==> src/rtl/hack_boot_loader.sv <==
// Streams a program image into the Hack instruction ROM and holds the CPU in reset until the image is in.
// Optional macro HACK_BOOT_CHECKSUM_EN: the s_last word is a checksum over the written words, not program data.
module hack_boot_loader #(
  parameter int WIDTH  = 16,
  parameter int ADDR_W = 15
) (
  input  logic              clk,
  input  logic              reset,
  input  logic              start,
  input  logic              s_valid,
  output logic              s_ready,
  input  logic [WIDTH-1:0]  s_data,
  input  logic              s_last,
  output logic              rom_we,
  output logic [ADDR_W-1:0] rom_addr,
  output logic [WIDTH-1:0]  rom_data,
  output logic              cpu_reset,
  output logic              done,
  output logic              error,
  output logic [ADDR_W:0]   word_count
);

  typedef enum logic [1:0] {IDLE, LOAD, RUN, ERR} state_t;

  state_t            state;
  logic [ADDR_W-1:0] addr;
  logic              xfer, wr, at_top, sum_ok;

  // s_ready is a registered copy of (state == LOAD), so no transfer can happen elsewhere
  assign xfer   = s_valid & s_ready;
  assign at_top = &addr;

`ifdef HACK_BOOT_CHECKSUM_EN
  logic [WIDTH-1:0] sum;
  assign wr     = xfer & ~s_last;
  assign sum_ok = (sum == s_data);
`else
  assign wr     = xfer;
  assign sum_ok = 1'b1;
`endif

  assign rom_we   = wr;
  assign rom_addr = wr ? addr : '0;
  assign rom_data = wr ? s_data : '0;

  always_ff @(posedge clk or posedge reset) begin
    if (reset) begin
      state      <= IDLE;
      addr       <= '0;
      word_count <= '0;
      s_ready    <= 1'b0;
      cpu_reset  <= 1'b1;
      done       <= 1'b0;
      error      <= 1'b0;
`ifdef HACK_BOOT_CHECKSUM_EN
      sum        <= '0;
`endif
    end else begin
      case (state)
        IDLE, RUN, ERR: begin
          if (start) begin
            state      <= LOAD;
            addr       <= '0;
            word_count <= '0;
            s_ready    <= 1'b1;
            cpu_reset  <= 1'b1;
            done       <= 1'b0;
            error      <= 1'b0;
`ifdef HACK_BOOT_CHECKSUM_EN
            sum        <= '0;
`endif
          end
        end
        LOAD: begin
          if (wr) begin
            addr       <= addr + 1'b1;
            word_count <= word_count + 1'b1;
`ifdef HACK_BOOT_CHECKSUM_EN
            sum        <= sum + s_data;
`endif
          end
          // start is deliberately ignored here; only the stream can end a load
          if (xfer && s_last && sum_ok) begin
            state     <= RUN;
            s_ready   <= 1'b0;
            cpu_reset <= 1'b0;
            done      <= 1'b1;
          end else if (xfer && (s_last || at_top)) begin
            state     <= ERR;
            s_ready   <= 1'b0;
            error     <= 1'b1;
          end
        end
        default: state <= IDLE;
      endcase
    end
  end

endmodule

==> config.mk <==
export PLATFORM = sky130hd
export DESIGN_NAME = hack_boot_loader
export DESIGN_NICKNAME = d
export VERILOG_FILES = /design/src/rtl/hack_boot_loader.sv
export SDC_FILE = /design/constraint.sdc
export NUM_CORES = 1
export LEC_CHECK = 0
export CORE_ASPECT_RATIO = 1.4
export CORE_MARGIN = 3
export CORE_UTILIZATION = 48
export DETAILED_ROUTE_END_ITERATION = 8
export PLACE_DENSITY = 0.89
export SKIP_CTS_REPAIR_TIMING = 1
export SYNTH_ARGS = -nofsm -noshare
export SYNTH_HDL_FRONTEND = slang
export SYNTH_SLANG_ARGS = --single-unit
==> constraint.sdc <==
create_clock -name clk -period 3.4 [get_ports clk]
set_input_delay 0.51 -clock clk [delete_from_list [all_inputs] [get_ports clk]]
set_output_delay 0.51 -clock clk [all_outputs]
set_load 0.01 [all_outputs]
Yosys cells after proc, flatten, opt, wreduce, memory -nomap -nowiden. Index checks and enable logic that the tools add are counted.

Bits in registers: 37. Input bits: 21. Output and inout bits: 52. Word-level logic and storage cells: 53.

$add $sub $neg: 2. Equality and inequality tests: 9. Muxes and demuxes: 24. Bitwise operators: 1. Reductions and logical operators: 10.

Operators with widths (count): $mux W16 (3); $mux W15 (3); $pmux W16 S2 (1); $pmux W15 S2 (1); $add A16 B1 Y16 const B (1); $add A15 B1 Y15 const B (1); $reduce_and A15 Y1 (1); $ne A2 B2 Y1 const B (5); $mux W1 (8); $pmux W1 S2 (4); $mux W2 (3); $reduce_and A2 Y1 (3); $eq A2 B2 Y1 const B (2); $pmux W2 S2 (1); $ne A3 B3 Y1 const B (1); $reduce_and A3 Y1 (1); $reduce_or A3 Y1 (1); $eq A2 B1 Y1 const B (1); $logic_and A1 B1 Y1 (2); $logic_not A2 Y1 (1); $and A1 B1 Y1 (1); $logic_or A1 B1 Y1 (1).

Depth between registers and ports, before layout.
Depth after elaboration: 6. Mapped depth: 7. Depth with buffers taken out: 5.

Worst setup path after synthesis. OpenSTA, ideal clock, no wires.

Kind: input-to-reg. From: input s_valid. To: register addr[10]. Setup time: 78 ps. Arrival: 1614 ps. Data required time: 3322 ps. Setup slack: 1708 ps. Cell stages on the path: 6. Buffers on the path: 2. Path through: and4b_1 -> buf_6 -> a21oi_4 -> buf_6 -> or4_1 -> a21oi_1.

Cells in the longest elaborated chain, start to end: 3.

RTL lines: start: declaration (RTL line 10) `input logic s_valid,`; $and A1 B1 Y1 (RTL line 30) `assign xfer = s_valid & s_ready;`; $ne A2 B2 Y1 (no line); $reduce_and A2 Y1 (no line); end signal: assignment (RTL line 76) `addr <= addr + 1'b1;`; end: declaration (RTL line 26) `logic [ADDR_W-1:0] addr;`.

Every way passes these cells. A chain may end at the register's enable or synchronous reset.

Worst setup path after layout.
From: input s_valid. To: output rom_addr[0].

Cells in the longest elaborated chain, start to end: 2.

RTL lines: $and A1 B1 Y1 (RTL line 30); $mux W15 (RTL line 43) `assign rom_addr = wr ? addr : '0;`; end: declaration (RTL line 15) `output logic [ADDR_W-1:0] rom_addr,`.

Every way passes these cells.

==> out/results.ini <==
[status]
outcome = complete, no violations

[logic_synthesis]
synth_compound_area_share_pct = 14.5
synth_fa_ha_area_share_pct = 1.21
synth.avg_cell_area_um2 = 9.19
synth.yosys.seq_area_share_pct = 44.9
ys_ff_latch = 37
ys_warn_count = 0
ys_types = 31
syn_area_mm2 = 0.00207
yosysTopAreaCellShare_pct = 43.6
syn_nets = 248
synth_top_family_by_area = simple AND/OR/NAND/NOR gates
syn_inst = 225
synth_top_area_cell = dfrtp_1
synth-edff-count = 0
ys.flop_type = dfrtp_1
synth.area.mux_share_pct = 0
synthArstFlopShare_pct = 100
synth-simple-area-share_pct = 30.8
synth_area_leaders = dfrtp_1, and3_1, o31ai_1
synth_xor_area_share_pct = 4.24

[placed_design]
dpl.hpwl_um = 3690
place_ws_ns = 0.922
io_buffer_count = 72
gp_congestion = 0.782
dpl_cell_area_mm2 = 0.00280

[timing]
timing.fmax_mhz = 404
period_share_pct = 72.8
slew_viol_final = 0
worst_slew_pin_slew_ns = 0.755
setup_viol = 0
tns_ns = 0
holdWs_ns = 0.501
hold_viol_final = 0
finClkSkew_ns = 0.00665
grt_setup_unrepaired = no
worst_slack_ns = 0.924
relSlewSlack_pct = 49.6
layout_min_cycle_time_ns = 2.48

[worst_setup_path]
critPathLaunch = s_valid
crit_path_end_kind = output pin
crit_end = rom_addr[0]
path_max_fanout = 35
path_common_cell = clkdlybuf4s50_1
arrival_ns = 1.97
required_ns = 2.89
critPathTopFamily = buffers and inverters
r2r-start = s_ready
critPathMaxStageDelay_ns = 0.55
crit_chain = clkdlybuf4s50_1 > buf_4 > and3_1 > clkdlybuf4s50_1
r2r_slack_ns = 1.27
rr_endpoint = word_count[11]
crit_type = input pin to output pin
r2r_cells = 4
start_kind = input pin
worst_path_max_delay_cell = clkdlybuf4s50_1
cp.depth = 4
cp_num_buf_inv = 3

[floorplan]
die_h_um = 83.6
start_util_pct = 51.0
rows = 27
fp.coreArea_mm2 = 0.00405
dieWidth_um = 61.5
die_area_mm2 = 0.00514
ioPinCount = 73

[global_routing]
antenna_found_initial = 0
grt_pass1_wl_um = 8480
grt_pass1_vias = 1927
grt.overflow.total = 0
grt_max_degree = 38
track_usage_pct = 21.2

[detailed_routing]
finalWirelength_um = 5220
ant_nets = 0
avgRoutedWirePerCell_um = 15.5
first_pass_iters = 4
vias = 1995
routed_via_density = 5.92
drcViolationCount = 0
drt_iter0_drc = 103

[clock_network]
cts_root_buffer = clkbuf_8
clk_pin_slew_ns = 0.07
cts_buffer_depth = 2
cts_tree = built
cts_made_buffers = 5
htreeDepth = 2
cts_sinks = 37
clkLatencyLatePin_ns = 0.29

[layout]
register_area_um2 = 927
multi_input_area_mm2 = 0.00105
drive_gt1_share_pct = 4.42
layout.nets = 316
syn_to_final_growth_pct = 39.4
antenna_cells = 0
fill_cells = 302
fin_area_mm2 = 0.00288

[power_and_ir_drop]
p_leak_uw = 0.00126
powerDensity_mw_per_mm2 = 469
vdd_drop_max_mv = 0.418
fin_total_pwr_uw = 1350

[flow_run]
maxCapViolCount = 0

[min_path]
worstHoldPathType = flop to flop

## stage by stage
stage	cells	util [%]
after floorplan	225	-
after global placement	329	69.0
after detailed placement	329	69.0
after CTS	337	71.1
after global routing	337	71.1
final	337	71.1
## cell usage after synthesis, drive strengths merged (3+ instances only)
library cell / instances
dfrtp: 36
and3: 35
a21oi: 21
nand2: 16
nor2: 14
o31ai: 14
or4: 14
clkbuf: 10
nand3: 8
nand4: 8
xor2: 8
buf: 5
inv: 5
o21ai: 5
and4: 4
a22o: 3
and2: 3
nand2b: 3
## cell type report
class / instances / share of cell area [%]
multi-input cells: 168 / 36.4
flip-flops and latches: 37 / 32.2
well taps: 43 / 1.87
clock buffers: 6 / 2.52
clock inverters: 2 / 0.347
repair buffers: 76 / 26.1
inverters: 5 / 0.651
## worst min path at each step
stage / endpoint / startpoint / depth (start not counted) / slack (ns)
after floorplan: state[1] / state[1] / 1 / 0.50
after global placement: done / done / 2 / 0.48
after detailed placement: done / done / 2 / 0.49
after CTS: done / done / 2 / 0.50
after global routing: cpu_reset / cpu_reset / 2 / 0.52
final: done / done / 2 / 0.50
## cells in the final DEF, fill, tap and decap left out, types with 4 or more instances in the layout
master,instances
o21ai_0,5
or4_1,14
nand3_1,8
o31ai_1,14
dfrtp_1,36
inv_1,5
xor2_1,8
clkbuf_8,5
a21oi_1,20
and4_1,4
clkdlybuf4s50_1,72
nand2_1,16
and3_1,35
nor2_1,14
nand4_1,8
buf_4,4
## cells by family (layout without fill, tap and decap cells)
family	after synthesis	in the layout
AOI/OAI and AO/OA	46	46
buffers and inverters	20	89
DFF	37	37
adders and majority gates	2	2
and+or+nand+nor	110	110
xor gates and xnor gates	10	10
## state kept, by name, indices dropped and copies added (netlist names)
register and count:
addr 15, cpu_reset 1, s_ready 1, word_count 16, error 1, done 1, state 2
## tightest hold or removal path: stages (launching register included)
cell and delay, ns:
dfrtp_1 0.34, a21oi_1 0.04, nor2_1 0.08
## layer usage
metal  up-vias  wire, µm  track usage, %
met2        68      2740            37.9
met1       937      2070            24.5
met5         -         0               0
li1        982         -               -
met3         8       329            3.87
met4         0        88            6.56
## power breakdown
group | internal, µW | switching [µW]
sequential | 498 | 99.4
combinational | 221 | 238
clock | 142 | 153
total | 861 | 490
(Power assumes the default switching activity.)
